### config.mk
export PLATFORM = sky130hd
export DESIGN_NAME = pmem_arbiter
export DESIGN_NICKNAME = d
export VERILOG_FILES = /design/src/rtl/lc3b_types.sv /design/src/rtl/pmem_arbiter.sv
export SDC_FILE = /design/constraint.sdc
export NUM_CORES = 1
export LEC_CHECK = 0
export ABC_AREA = 1
export CAP_MARGIN = 20
export CORE_AREA = 2 2 275 277
export CTS_BUF_LIST = sky130_fd_sc_hd__clkbuf_2
export DETAILED_ROUTE_END_ITERATION = 12
export DIE_AREA = 0 0 277 279
export GPL_ROUTABILITY_DRIVEN = 0
export MAX_ROUTING_LAYER = met4
export PLACE_DENSITY = 0.35
export SETUP_SLACK_MARGIN = 0.5
export SYNTH_ARGS = -nofsm -noshare
export SYNTH_HDL_FRONTEND = slang
export SYNTH_SLANG_ARGS = --single-unit
### constraint.sdc
create_clock -name clk -period 4.3 [get_ports clk]
set_input_delay 0.645 -clock clk [delete_from_list [all_inputs] [get_ports clk]]
set_output_delay 0.645 -clock clk [all_outputs]
set_load 0.02 [all_outputs]
### src/rtl/lc3b_types.sv
// Shared LC-3b types: word/block widths plus the pmem arbiter state and source enums.
package lc3b_types;

  typedef logic [15:0]  lc3b_word;
  typedef logic [127:0] lc3b_block;

  typedef enum logic [1:0] {
    IDLE,
    SERVE_I,
    SERVE_D,
    DONE
  } pmem_arb_state_t;

  typedef enum logic {
    SRC_I,
    SRC_D
  } pmem_arb_src_t;

endpackage

### src/rtl/pmem_arbiter.sv
// Shares one physical-memory port between the I-cache and D-cache miss paths.
// Optional PMEM_ARB_RR_EN: alternate grants on simultaneous requests (default: D always wins).
module pmem_arbiter
  import lc3b_types::*;
#(
  parameter int ADDR_W  = $bits(lc3b_word),
  parameter int BLOCK_W = $bits(lc3b_block)
) (
  input  logic               clk,
  input  logic               rst,
  input  logic               i_pmem_read,
  input  logic [ADDR_W-1:0]  i_pmem_address,
  output logic [BLOCK_W-1:0] i_pmem_rdata,
  output logic               i_pmem_resp,
  input  logic               d_pmem_read,
  input  logic               d_pmem_write,
  input  logic [ADDR_W-1:0]  d_pmem_address,
  input  logic [BLOCK_W-1:0] d_pmem_wdata,
  output logic [BLOCK_W-1:0] d_pmem_rdata,
  output logic               d_pmem_resp,
  output logic               pmem_read,
  output logic               pmem_write,
  output logic [ADDR_W-1:0]  pmem_address,
  output logic [BLOCK_W-1:0] pmem_wdata,
  input  logic [BLOCK_W-1:0] pmem_rdata,
  input  logic               pmem_resp
);

  pmem_arb_state_t state;
  pmem_arb_src_t   last_grant;

  logic d_req;
  logic i_req;
  logic grant_d;

  assign d_req = d_pmem_read | d_pmem_write;
  assign i_req = i_pmem_read;

`ifdef PMEM_ARB_RR_EN
  // On a tie, hand the port to whichever side did not get it last time.
  assign grant_d = d_req & (~i_req | (last_grant == SRC_I));
`else
  assign grant_d = d_req;
  logic unused_last_grant;
  assign unused_last_grant = (last_grant == SRC_D);
`endif

  // NOTE: every state register below uses <= so all of them update from the same pre-edge values.
  always_ff @(posedge clk or posedge rst) begin
    if (rst) begin
      state        <= IDLE;
      pmem_read    <= 1'b0;
      pmem_write   <= 1'b0;
      pmem_address <= '0;
      pmem_wdata   <= '0;
      last_grant   <= SRC_I;
    end else begin
      case (state)
        IDLE: begin
          if (grant_d) begin
            state        <= SERVE_D;
            pmem_address <= d_pmem_address;
            pmem_wdata   <= d_pmem_wdata;
            pmem_write   <= d_pmem_write;
            pmem_read    <= ~d_pmem_write;
            last_grant   <= SRC_D;
          end else if (i_req) begin
            state        <= SERVE_I;
            pmem_address <= i_pmem_address;
            pmem_write   <= 1'b0;
            pmem_read    <= 1'b1;
            last_grant   <= SRC_I;
          end
        end
        SERVE_I, SERVE_D: begin
          if (pmem_resp) begin
            state      <= DONE;
            pmem_read  <= 1'b0;
            pmem_write <= 1'b0;
          end
        end
        DONE:    state <= IDLE;
        default: state <= IDLE;
      endcase
    end
  end

  // Read data fans out to both caches; only the granted side sees resp.
  assign i_pmem_rdata = pmem_rdata;
  assign d_pmem_rdata = pmem_rdata;
  assign i_pmem_resp  = (state == SERVE_I) & pmem_resp;
  assign d_pmem_resp  = (state == SERVE_D) & pmem_resp;

endmodule

# ---- Word-level counts from Yosys, hierarchy flattened
# Index checks and enable logic that the tools add are counted.
dict set report word_totals {
  out_inout_bits 404
  in_bits 294
  wordCells 35
  register_bits 148
}
dict set report op_classes {
  bitwise 4
  eq_ne 5
  n_mux 13
  reduce_logical 8
}
# op n
set ops {}
lappend ops {{$mux W16} 2}
lappend ops {{$mux W2} 3}
lappend ops {{$pmux W2 S3} 1}
lappend ops {{$reduce_and A2 Y1} 3}
lappend ops {{$mux W1} 5}
lappend ops {{$eq A2 B2 Y1 const B} 2}
lappend ops {{$pmux W1 S2} 2}
lappend ops {{$reduce_bool A2 Y1} 2}
lappend ops {{$ne A3 B3 Y1 const B} 1}
lappend ops {{$reduce_and A3 Y1} 1}
lappend ops {{$and A1 B1 Y1} 2}
lappend ops {{$eq A2 B1 Y1 const B} 1}
lappend ops {{$logic_not A2 Y1} 1}
lappend ops {{$ne A2 B2 Y1 const B} 1}
lappend ops {{$reduce_or A2 Y1} 1}
lappend ops {{$not A1 Y1} 1}
lappend ops {{$or A1 B1 Y1} 1}

# ---- Depth between registers and ports, before layout
dict set report logic_depth {
  depth_word 4
  depth_mapped 8
  ltp_nobuf 7
}

# ---- Worst setup path after synthesis
# OpenSTA, ideal clock, no wires.
dict set report synth_path {
  path_kind {input-to-output}
  startpoint {input pmem_resp}
  endpoint {output d_pmem_resp}
  arrival_ps 815
  n_path_buf 0
  slack_ps 2840
  stages 2
  t_required_ps 3655
  path_cell_list {nand2_1 > inv_1}
}
dict set report synth_via {
  elab_chain_cells 1
}
# item line
set synth_lines {}
lappend synth_lines {{start: declaration} pmem_arbiter.sv:26} ;# input logic pmem_resp
lappend synth_lines {{$and A1 B1 Y1} pmem_arbiter.sv:92} ;# assign d_pmem_resp = (state == SERVE_D) & pmem_resp;
lappend synth_lines {{end: declaration} pmem_arbiter.sv:20} ;# output logic d_pmem_resp,
# No other way between the ends.

# ---- Worst setup path in the final report
dict set report layout_path {
  startpoint {register state[0]}
  endpoint {output d_pmem_resp}
}
dict set report layout_via {
  elab_chain_cells 2
}
# item line
set layout_lines {}
lappend layout_lines {{start: declaration} pmem_arbiter.sv:29} ;# pmem_arb_state_t state;
lappend layout_lines {{start signal: assignment} pmem_arbiter.sv:51} ;# state <= IDLE;
lappend layout_lines {{start signal: assignment} pmem_arbiter.sv:61} ;# state <= SERVE_D;
lappend layout_lines {{start signal: assignment} pmem_arbiter.sv:68} ;# state <= SERVE_I;
lappend layout_lines {{$eq A2 B2 Y1} pmem_arbiter.sv:92}
lappend layout_lines {{$and A1 B1 Y1} pmem_arbiter.sv:92}
# No other way between the ends.

==> reports/results.ini <==
[sta]
whs_ns=0.264
rsz0062_at_grt=false
setup_tns_ns=0
finClkSkew_ns=0.0460
tightestPinTransition_ns=0.804
finalSetupViolations=0
fmax_mhz=321
post-route-period-util=0.724
fin_crit_ns=3.11
slew_headroom=0.464
slew_violations=0
hold_viol=0

[floorplan]
ios=698
die_h_um=279
rows=100
initial_utilization=0.109
core_area_mm2=0.0741
die_w_um=277
dieArea_mm2=0.0773

[power]
leakagePower_nw=5.13
intPower_mw=4.31
p_per_area_mw_per_mm2=666
netSwitchingPower_mw=3.35
p_comb_frac=0.539
power_frac_seq=0.318
p_clk_frac=0.142
power.total_mw=7.66
ir_worst_vdd_mv=0.218
switching_share=0.437

[placement]
hpwl_mm=21.0
io_buffers=313

[detailed_routing]
drt_iter0_markers=305
drc=0
post_drt_wl_per_cell_um=14.2
vias=6443
drt_wl_total_mm=29.6
firstDrtPassIters=5
via_per_inst=3.10
ant_nets=0

[status]
status=complete, no violations

[worst_setup_path]
critPathLaunchType=register
arrival_ns=2.47
ff2ff_path_depth=6
worstPathMaxFanout=3
reg2reg_from=state[0]
reg2reg_setup_slack_ns=1.89
crit_path_end_kind=primary output
worstPathRequired_ns=3.65
critPathKind=register to primary output
rr_endpoint=pmem_wdata[116]

[yosys]
ys_async_sr_fraction=1.00
netlist_area_mm2=0.00809
synth_top_area_share=0.458
synthFlopType=dfrtp_1
ys_top_cells_by_area=dfrtp_1 46%, buf_4 24%, nand2_1 17%
yosysTopAreaCell=dfrtp_1
synthDistinctLibCells=16
syn_avg_cell_area_um2=8.29
postSynthCellCount=975
synthTopCellsByCount=370 x nand2_1, 260 x buf_4, 148 x dfrtp_1, 133 x nand3_1, 24 x buf_2
synth-edff-count=0
syn-num-nets=1273
yosysMostFrequentCell=nand2_1
ys_warn_count=0
ys_ff_latch=148
ys_seq_area_frac=0.458

[finish]
nFillCells=8478
multiInputGateArea_mm2=0.00217
drive_gt1_frac=0.0462
final-seq-area_mm2=0.00370
final_nets=1390
area_growth_pct=42.2

[job]
maxCapViolCount=0

[grt]
grt_busiest_layer=met2
grt_first_pass_wirelength_mm=44.5
grt_max_degree=70
grt_usage=0.0795
overflow=0
grtUsageMet3=0.0331
met1_usage=0.0812
use_met2=0.124
grt_pass1_vias=6962
antenna_found_initial=5

[clock_tree]
root_buffer=clkbuf_2
clockBufferDepth=2
cts_tree=done
insertion_delay_ns=0.93
cts.clk_slew.worst_paths_ns=0.27
postCtsSetupRepairBufs=0
htreeDepth=4
cts_buffers=17
numClockSinks=148
holdBufCountCts=78
cts_resized=0

[hold_path]
hp-start=d_pmem_wdata[120]
min_path_cells=3
min_path_type=input port to register
hold_end=pmem_wdata[120]

-- worst max-delay path: stages (launching register included) --
cell	delay, ns
dfrtp_1	0.47
inv_1	0.15
ha_1	0.17
nand2_1	0.07
inv_1	0.06
clkdlybuf4s50_1	0.62
-- logic make-up (layout without fill, tap and decap cells) --
logic type                 Yosys count  after routing  synth area share
DFF                                148            148             0.458
other                                0              5                 0
buffers and inverters              314            444             0.277
and+or+nand+nor                    508            508             0.258
AOI/OAI and AO/OA                    1              1          0.000618
adders and majority gates            4              4           0.00619
-- power by group through the flow --
stage	Combinational, mW	Sequential (mW)	Clock (mW)
3_5_place_dp	4.17	2.48	0
3_3_place_gp	4.14	2.48	0
6_report	4.13	2.44	1.09
2_1_floorplan	1.62	3.25	0
5_1_grt	4.52	2.54	1.25
4_1_cts	4.24	2.45	1.21
-- through the flow --
step	util	worst slack, ns	area (um^2)	instances
floorplan	-	1.79	8090	975
global route	0.155	0.870	11500	2079
CTS	0.155	0.844	11500	2074
finish	0.155	1.19	11500	2079
detailed placement	0.140	1.23	10400	1964
global placement	0.140	1.25	10400	1964
-- worst max path at each step --
stage	start	cells after the start	to	slack, ns
after global placement	d_pmem_write	6	pmem_wdata[97]	1.25
final	state[0]	5	d_pmem_resp	1.19
after detailed placement	d_pmem_write	6	pmem_wdata[97]	1.23
after CTS	state[0]	5	d_pmem_resp	0.84
after global routing	state[0]	5	d_pmem_resp	0.87
after floorplan	rst	1	pmem_address[0]	1.79
-- flip-flops by register name, summed over array words and instances (netlist names) --
| signal | cells |
|---|---|
| pmem_read | 1 |
| state | 2 |
| pmem_wdata | 128 |
| pmem_address | 16 |
| pmem_write | 1 |
-- area by class of cell --
class	count	area share
antenna	5	0.00109
timing repair buffer	401	0.351
clock inverter	14	0.0197
inverter	11	0.00392
clock buffer	18	0.00784
sequential	148	0.322
tap	969	0.105
multi-input combinational	513	0.189
-- layout by cell type (no fill, tap or decap) --
cell type        count
buf_12               4
buf_4                6
bufinv_16            5
clkbuf_2            18
clkdlybuf4s50_1    313
clkinv_2             1
clkinv_4             4
clkinvlp_4           2
dfrtp_1            148
diode_2              5
dlygate4sd3_1       78
ha_1                 3
ha_4                 1
inv_1                8
inv_2                2
inv_6                2
inv_8                1
nand2_1            368
nand2_2              2
nand2_4              2
nand3_1            133
nor2_1               2
nor2_4               1
o21ai_0              1
-- metal layers --
metal	vias to the layer above	wire, um
met2	361	13700
met3	110	2760
met1	2957	11500
met4	0	1620
met5	-	0
li1	3015	-
(Power assumes the default switching activity.)
==> RTL change 1 (same settings) <==
Reset style: synchronous (`rst`), changed in one clocked block.
--- a/src/rtl/pmem_arbiter.sv
+++ b/src/rtl/pmem_arbiter.sv
@@ -46,7 +46,7 @@
 `endif
 
   // NOTE: every state register below uses <= so all of them update from the same pre-edge values.
-  always_ff @(posedge clk or posedge rst) begin
+  always_ff @(posedge clk) begin
     if (rst) begin
       state        <= IDLE;
       pmem_read    <= 1'b0;
Function: differs if rst is asserted again (counterexample within 4 cycles, from zero or initial values and one cycle with rst high); with rst held inactive, the same outputs for 4 cycles.
==> RTL change 1 against the original RTL <==
Power down 18%. Via count down 3.8%. Routed wire length down 5.6%. Design area down 11%. Sequential cell count unchanged. Fmax up 7.7%. Synthesized area down 6.6%. First-iteration DRC count down 18%. Worst setup slack better by 220 ps. Count of clock-buffer cells in the layout up 1. Sequential power down 14%.
==> RTL change 1: results (changes against the original RTL) <==
.. list-table::
   :header-rows: 1

   * - Metric
     - Value
   * - Crit-path leading delay family
     - buffers and inverters
   * - Yosys Warn Count
     - 0 (unchanged)
   * - Vias in the first global route
     - 6,130 (-12%)
   * - Total Wirelength
     - 27,900 µm (-5.6%)
   * - Maximum root-to-sink buffer count
     - 2 (unchanged)
   * - Pin count of the biggest net entering global routing
     - 74 (+5.7%)
   * - Global routing usage summed across all routing layers
     - 0.0737 (-0.00579)
   * - Longest individual stage delay on the worst path
     - 600 ps (-20 ps)
   * - Routed via count
     - 6,198 (-3.8%)
   * - Worst VDD drop
     - 0.172 mV (-21%)
   * - Biggest fanout along the worst timing path
     - 3 (unchanged)
   * - Status
     - completed
   * - Area fraction in compound gates after synthesis
     - 0.0873 (+0.0867)
   * - Cells after DPL
     - 1,998 (+1.7%)
   * - Data arrival, critical path
     - 2250 ps (-220 ps)
   * - Asr flop ratio synth
     - 0 (-1.00)
   * - Synthesized instance count
     - 1,011 (+3.7%)
   * - Ranking of synthesized cells by area
     - sky130_fd_sc_hd__dfxtp_1, sky130_fd_sc_hd__buf_4, sky130_fd_sc_hd__nor2_1
   * - Number of antenna violations at the first check in global routing
     - 1 (-4)
   * - Synthesized Nets
     - 1,309 (+2.8%)
   * - Placed wire-length estimate
     - 20,900 µm (-0.68%)
   * - Initial detailed-routing violation count
     - 250 (-18%)
   * - Largest regs
     - pmem_wdata: 128 flops, pmem_address: 16 flops, state: 2 flops
   * - Global-route wire length before repair
     - 40,400 µm (-9.1%)
   * - Number of library cell types mapped by synthesis
     - 22 (+6)
   * - Worst max-slew margin expressed relative to the limit
     - 0.407 (-0.0564)
   * - Most used flip-flop cell after synthesis
     - sky130_fd_sc_hd__dfxtp_1
   * - Worst slack at placement
     - 1630 ps (+399 ps)
   * - Drt pass-1 iters
     - 4 (-1)
   * - Placement Cell Area
     - 9760 µm² (-6.0%)
   * - Share of final-layout standard cells stronger than drive strength 1
     - 0.0472 (+0.00107)
   * - Clock network latency to the later pin of the worst-skew pair
     - 910 ps (-20 ps)
   * - Leakage power total
     - 0.00392 µW (-24%)
   * - Mux contribution to synthesized area
     - 0 (unchanged)
   * - Final design instance area without fill
     - 10,200 µm² (-11%)
   * - Top cells by count, synth
     - sky130_fd_sc_hd__nor2_1, sky130_fd_sc_hd__buf_4, sky130_fd_sc_hd__dfxtp_1
   * - Fin Clk Skew
     - 36.6 ps (-9.44 ps)
   * - Fillcell total
     - 8,530 (+0.61%)
   * - Wire length per cell after detailed routing
     - 13.6 µm (-4.3%)
   * - Post-Synth Adder-Cell Area
     - 0.00663 (+0.000437)
   * - Net count of the finished layout
     - 1,365 (-1.8%)
   * - Share of synthesized area occupied by flip-flops and latches
     - 0.392 (-0.0657)
## RTL change 1: changes by cell type in the layout (fill, tap and decap cells not counted), moves of 3 or more
cell and delta:
sky130_fd_sc_hd__nor2_1 +290, sky130_fd_sc_hd__nand2_1 -273, sky130_fd_sc_hd__dfrtp_1 -148, sky130_fd_sc_hd__dfxtp_1 +148, sky130_fd_sc_hd__nand3_1 -129, sky130_fd_sc_hd__o21ai_0 +102
sky130_fd_sc_hd__dlygate4sd3_1 -59, sky130_fd_sc_hd__o21ai_1 +25, sky130_fd_sc_hd__inv_1 +15, sky130_fd_sc_hd__diode_2 -3
## RTL change 1: worst paths after layout
| check | start | end | slack (ps) | cells after the start |
|---|---|---|---|---|
| worst min-delay path | d_pmem_wdata[5] | pmem_wdata[5] | 310 | 3 |
| worst min register to register | pmem_wdata[113] | pmem_wdata[113] | 500 | 2 |
| worst max register to register | state[0] | pmem_wdata[23] | 2340 | 7 |
| worst max-delay path | state[0] | d_pmem_resp | 1410 | 5 |
## RTL change 1: cells by family after synthesis
| group | count (synthesis) |
|---|---|
| flip-flops | 148 |
| AO/OA/AOI/OAI | 131 |
| adder cells (fa/ha/maj) | 4 |
| buffers and inverters | 332 |
| AND/OR/NAND/NOR | 396 |
## RTL change 1: cell type report
class | instances | share of cell area
Antenna cell | 2 | 0.000489
Clock buffer | 19 | 0.00930
Clock inverter | 13 | 0.0168
Inverter | 27 | 0.0104
Multi-Input combinational cell | 531 | 0.219
Sequential cell | 148 | 0.290
Tap cell | 969 | 0.119
Timing Repair Buffer | 342 | 0.336
## RTL change 1: layer usage
metal  wire, µm  global-route usage
met1      10900              0.0741
met2      12700               0.113
met3       3060              0.0374
met4       1330              0.0478
met5          0                   -
## RTL change 1: report_power, final
part           internal (µW)  switching, µW
combinational           1360           1860
clock                    343            637
sequential              1850            259
## RTL change 1: worst reg2reg max path, stage by stage (launching register included)
cell and delay [ps]:
sky130_fd_sc_hd__dfxtp_1 430, sky130_fd_sc_hd__inv_1 90, sky130_fd_sc_hd__ha_1 260, sky130_fd_sc_hd__nand2_4 130, sky130_fd_sc_hd__buf_4 460, sky130_fd_sc_hd__buf_4 320, sky130_fd_sc_hd__o21ai_0 90, sky130_fd_sc_hd__nor2_1 130
## RTL change 1: timing repair
| item | 4_1_cts | 5_1_grt |
|---|---|---|
| gates resized for setup | 0 | 0 |
| setup endpoints to repair | 0 | 0 |
| hold buffers | 19 | 0 |
| hold endpoints to repair | 19 | 0 |
==> RTL change 2 (config.mk and constraints unchanged) <==
Without the edit above. Build with the macro `PMEM_ARB_RR_EN` defined.
--- a/src/rtl/pmem_arbiter.sv
+++ b/src/rtl/pmem_arbiter.sv
@@ -1,5 +1,7 @@
 // Shares one physical-memory port between the I-cache and D-cache miss paths.
 // Optional PMEM_ARB_RR_EN: alternate grants on simultaneous requests (default: D always wins).
+`define PMEM_ARB_RR_EN
+
 module pmem_arbiter
   import lc3b_types::*;
 #(
Check against the original RTL: no difference found for any inputs over 4 cycles, from zero or initial values and one cycle with rst high; that may be too few to reach the edited logic, so the function may still have changed.
==> RTL change 2 against the original RTL <==
Design area is 2.6% higher. Synthesized area is 0.62% lower. Sequential cell count is 1 higher. Combinational power hardly changed. Largest cell class unchanged. Final cell count is 2.8% higher. Clock skew is 24 ps lower. Count of clock-buffer cells in the layout is 1 lower. Worst setup slack better by 140 ps. Largest power group unchanged. Non-clock buffer count is 43 higher. Die area stayed put. Power is 2.4% lower. Via count is 1.1% lower. Routed wire length is 0.20% lower.
==> RTL change 2: results (changes against the original RTL) <==
.. list-table::
   :header-rows: 1

   * - Metric
     - Value
   * - NetSw
     - 3340 µW (-0.32%)
   * - Global-route wire length before repair
     - 43,100 µm (-3.1%)
   * - Placed wire-length estimate
     - 20,700 µm (-1.4%)
   * - Global routing usage summed across all routing layers
     - 0.0786 (-0.000925)
   * - Worst VDD drop
     - 0.319 mV (+46%)
   * - Total Wirelength
     - 29,500 µm (-0.20%)
   * - Net count of the finished layout
     - 1,452 (+4.5%)
   * - Leakage power total
     - 0.00538 µW (+4.8%)
   * - Share of synthesized area occupied by flip-flops and latches
     - 0.464 (+0.00597)
   * - Top cells by count, synth
     - sky130_fd_sc_hd__nand2_1, sky130_fd_sc_hd__buf_4, sky130_fd_sc_hd__dfrtp_1
   * - Synthesized Nets
     - 1,279 (+0.47%)
   * - Routed via count
     - 6,371 (-1.1%)
   * - Ranking of synthesized cells by area
     - sky130_fd_sc_hd__dfrtp_1, sky130_fd_sc_hd__buf_4, sky130_fd_sc_hd__nand2_1
   * - Start point of the worst hold path
     - d_pmem_wdata[84]
   * - End of the worst hold path
     - pmem_wdata[84]
   * - Share of final-layout standard cells stronger than drive strength 1
     - 0.0377 (-0.00842)
   * - Sequential cell fraction of total power
     - 0.330 (+0.012)
   * - Reg2reg setup slack
     - 2280 ps (+390 ps)
   * - Synthesized instance count
     - 982 (+0.72%)
   * - Drt pass-1 iters
     - 4 (-1)
   * - Pin count of the biggest net entering global routing
     - 131 (+87%)
   * - Fin Clk Skew
     - 21.9 ps (-24.1 ps)
   * - Initial detailed-routing violation count
     - 190 (-38%)
   * - Data arrival, critical path
     - 2330 ps (-140 ps)
   * - Clk. pwr
     - 886 µW (-19%)
   * - Worst slack at placement
     - 1530 ps (+296 ps)
   * - Hold slack
     - 275 ps (+10.8 ps)
   * - Critical register-to-register path startpoint
     - state[1]
   * - Cells after DPL
     - 1,981 (+0.87%)
   * - Status
     - completed
   * - RR Endpoint
     - pmem_address[8]
   * - Slew at the pin closest to its max-slew limit
     - 887 ps (+82.0 ps)
   * - Number of antenna violations at the first check in global routing
     - 4 (-1)
RTL change 2: cell type report:
class                   count  area, µm²
diodes                      3       7.51
clock buffers              17       85.1
clock inverters            13        133
fillers                  8396      62300
inverters                  43        168
multi-input cells         500       1990
flip-flops and latches    149       3730
well taps                 969       1210
repair buffers            444       4480
RTL change 2: cells by family after synthesis:
| kind of cell | count (synthesis) | synth area share |
|---|---|---|
| simple gates | 492 | 0.237 |
| compound gates | 5 | 0.00452 |
| flops | 149 | 0.464 |
| fa+ha+maj | 3 | 0.00467 |
| buf+inv | 333 | 0.289 |
RTL change 2: how the worst max path moves through the flow:
| stage | end | start | slack [ps] |
|---|---|---|---|
| 3_3_place_gp | pmem_wdata[103] | d_pmem_write | 1570 |
| 3_5_place_dp | pmem_wdata[103] | d_pmem_write | 1530 |
| 4_1_cts | d_pmem_resp | state[0] | 1020 |
| 5_1_grt | d_pmem_resp | state[0] | 980 |
| 2_1_floorplan | last_grant | rst | 1780 |
| 6_report | d_pmem_resp | state[0] | 1320 |
RTL change 2: repair_timing:
item / in CTS / in global routing
hold endpoints to repair: 152 / 0
endpoints found under the setup margin: 0 / 0
hold buffers: 124 / 0
RTL change 2: stage by stage:
stage               instance area (µm²)  total power [µW]   util
floorplan                          8040              4940      -
global placement                  10300              6610  0.139
detailed placement                10300              6620  0.139
CTS                               11800              7710  0.159
global route                      11800              8120  0.159
finish                            11800              7480  0.159
RTL change 2: metal layers:
layer | vias to the layer above | routed length, µm | track usage
li1 | 3035 | - | -
met1 | 2816 | 11300 | 0.0806
met2 | 396 | 13000 | 0.115
met3 | 124 | 3410 | 0.0408
met4 | 0 | 1770 | 0.0577
met5 | - | 0 | -
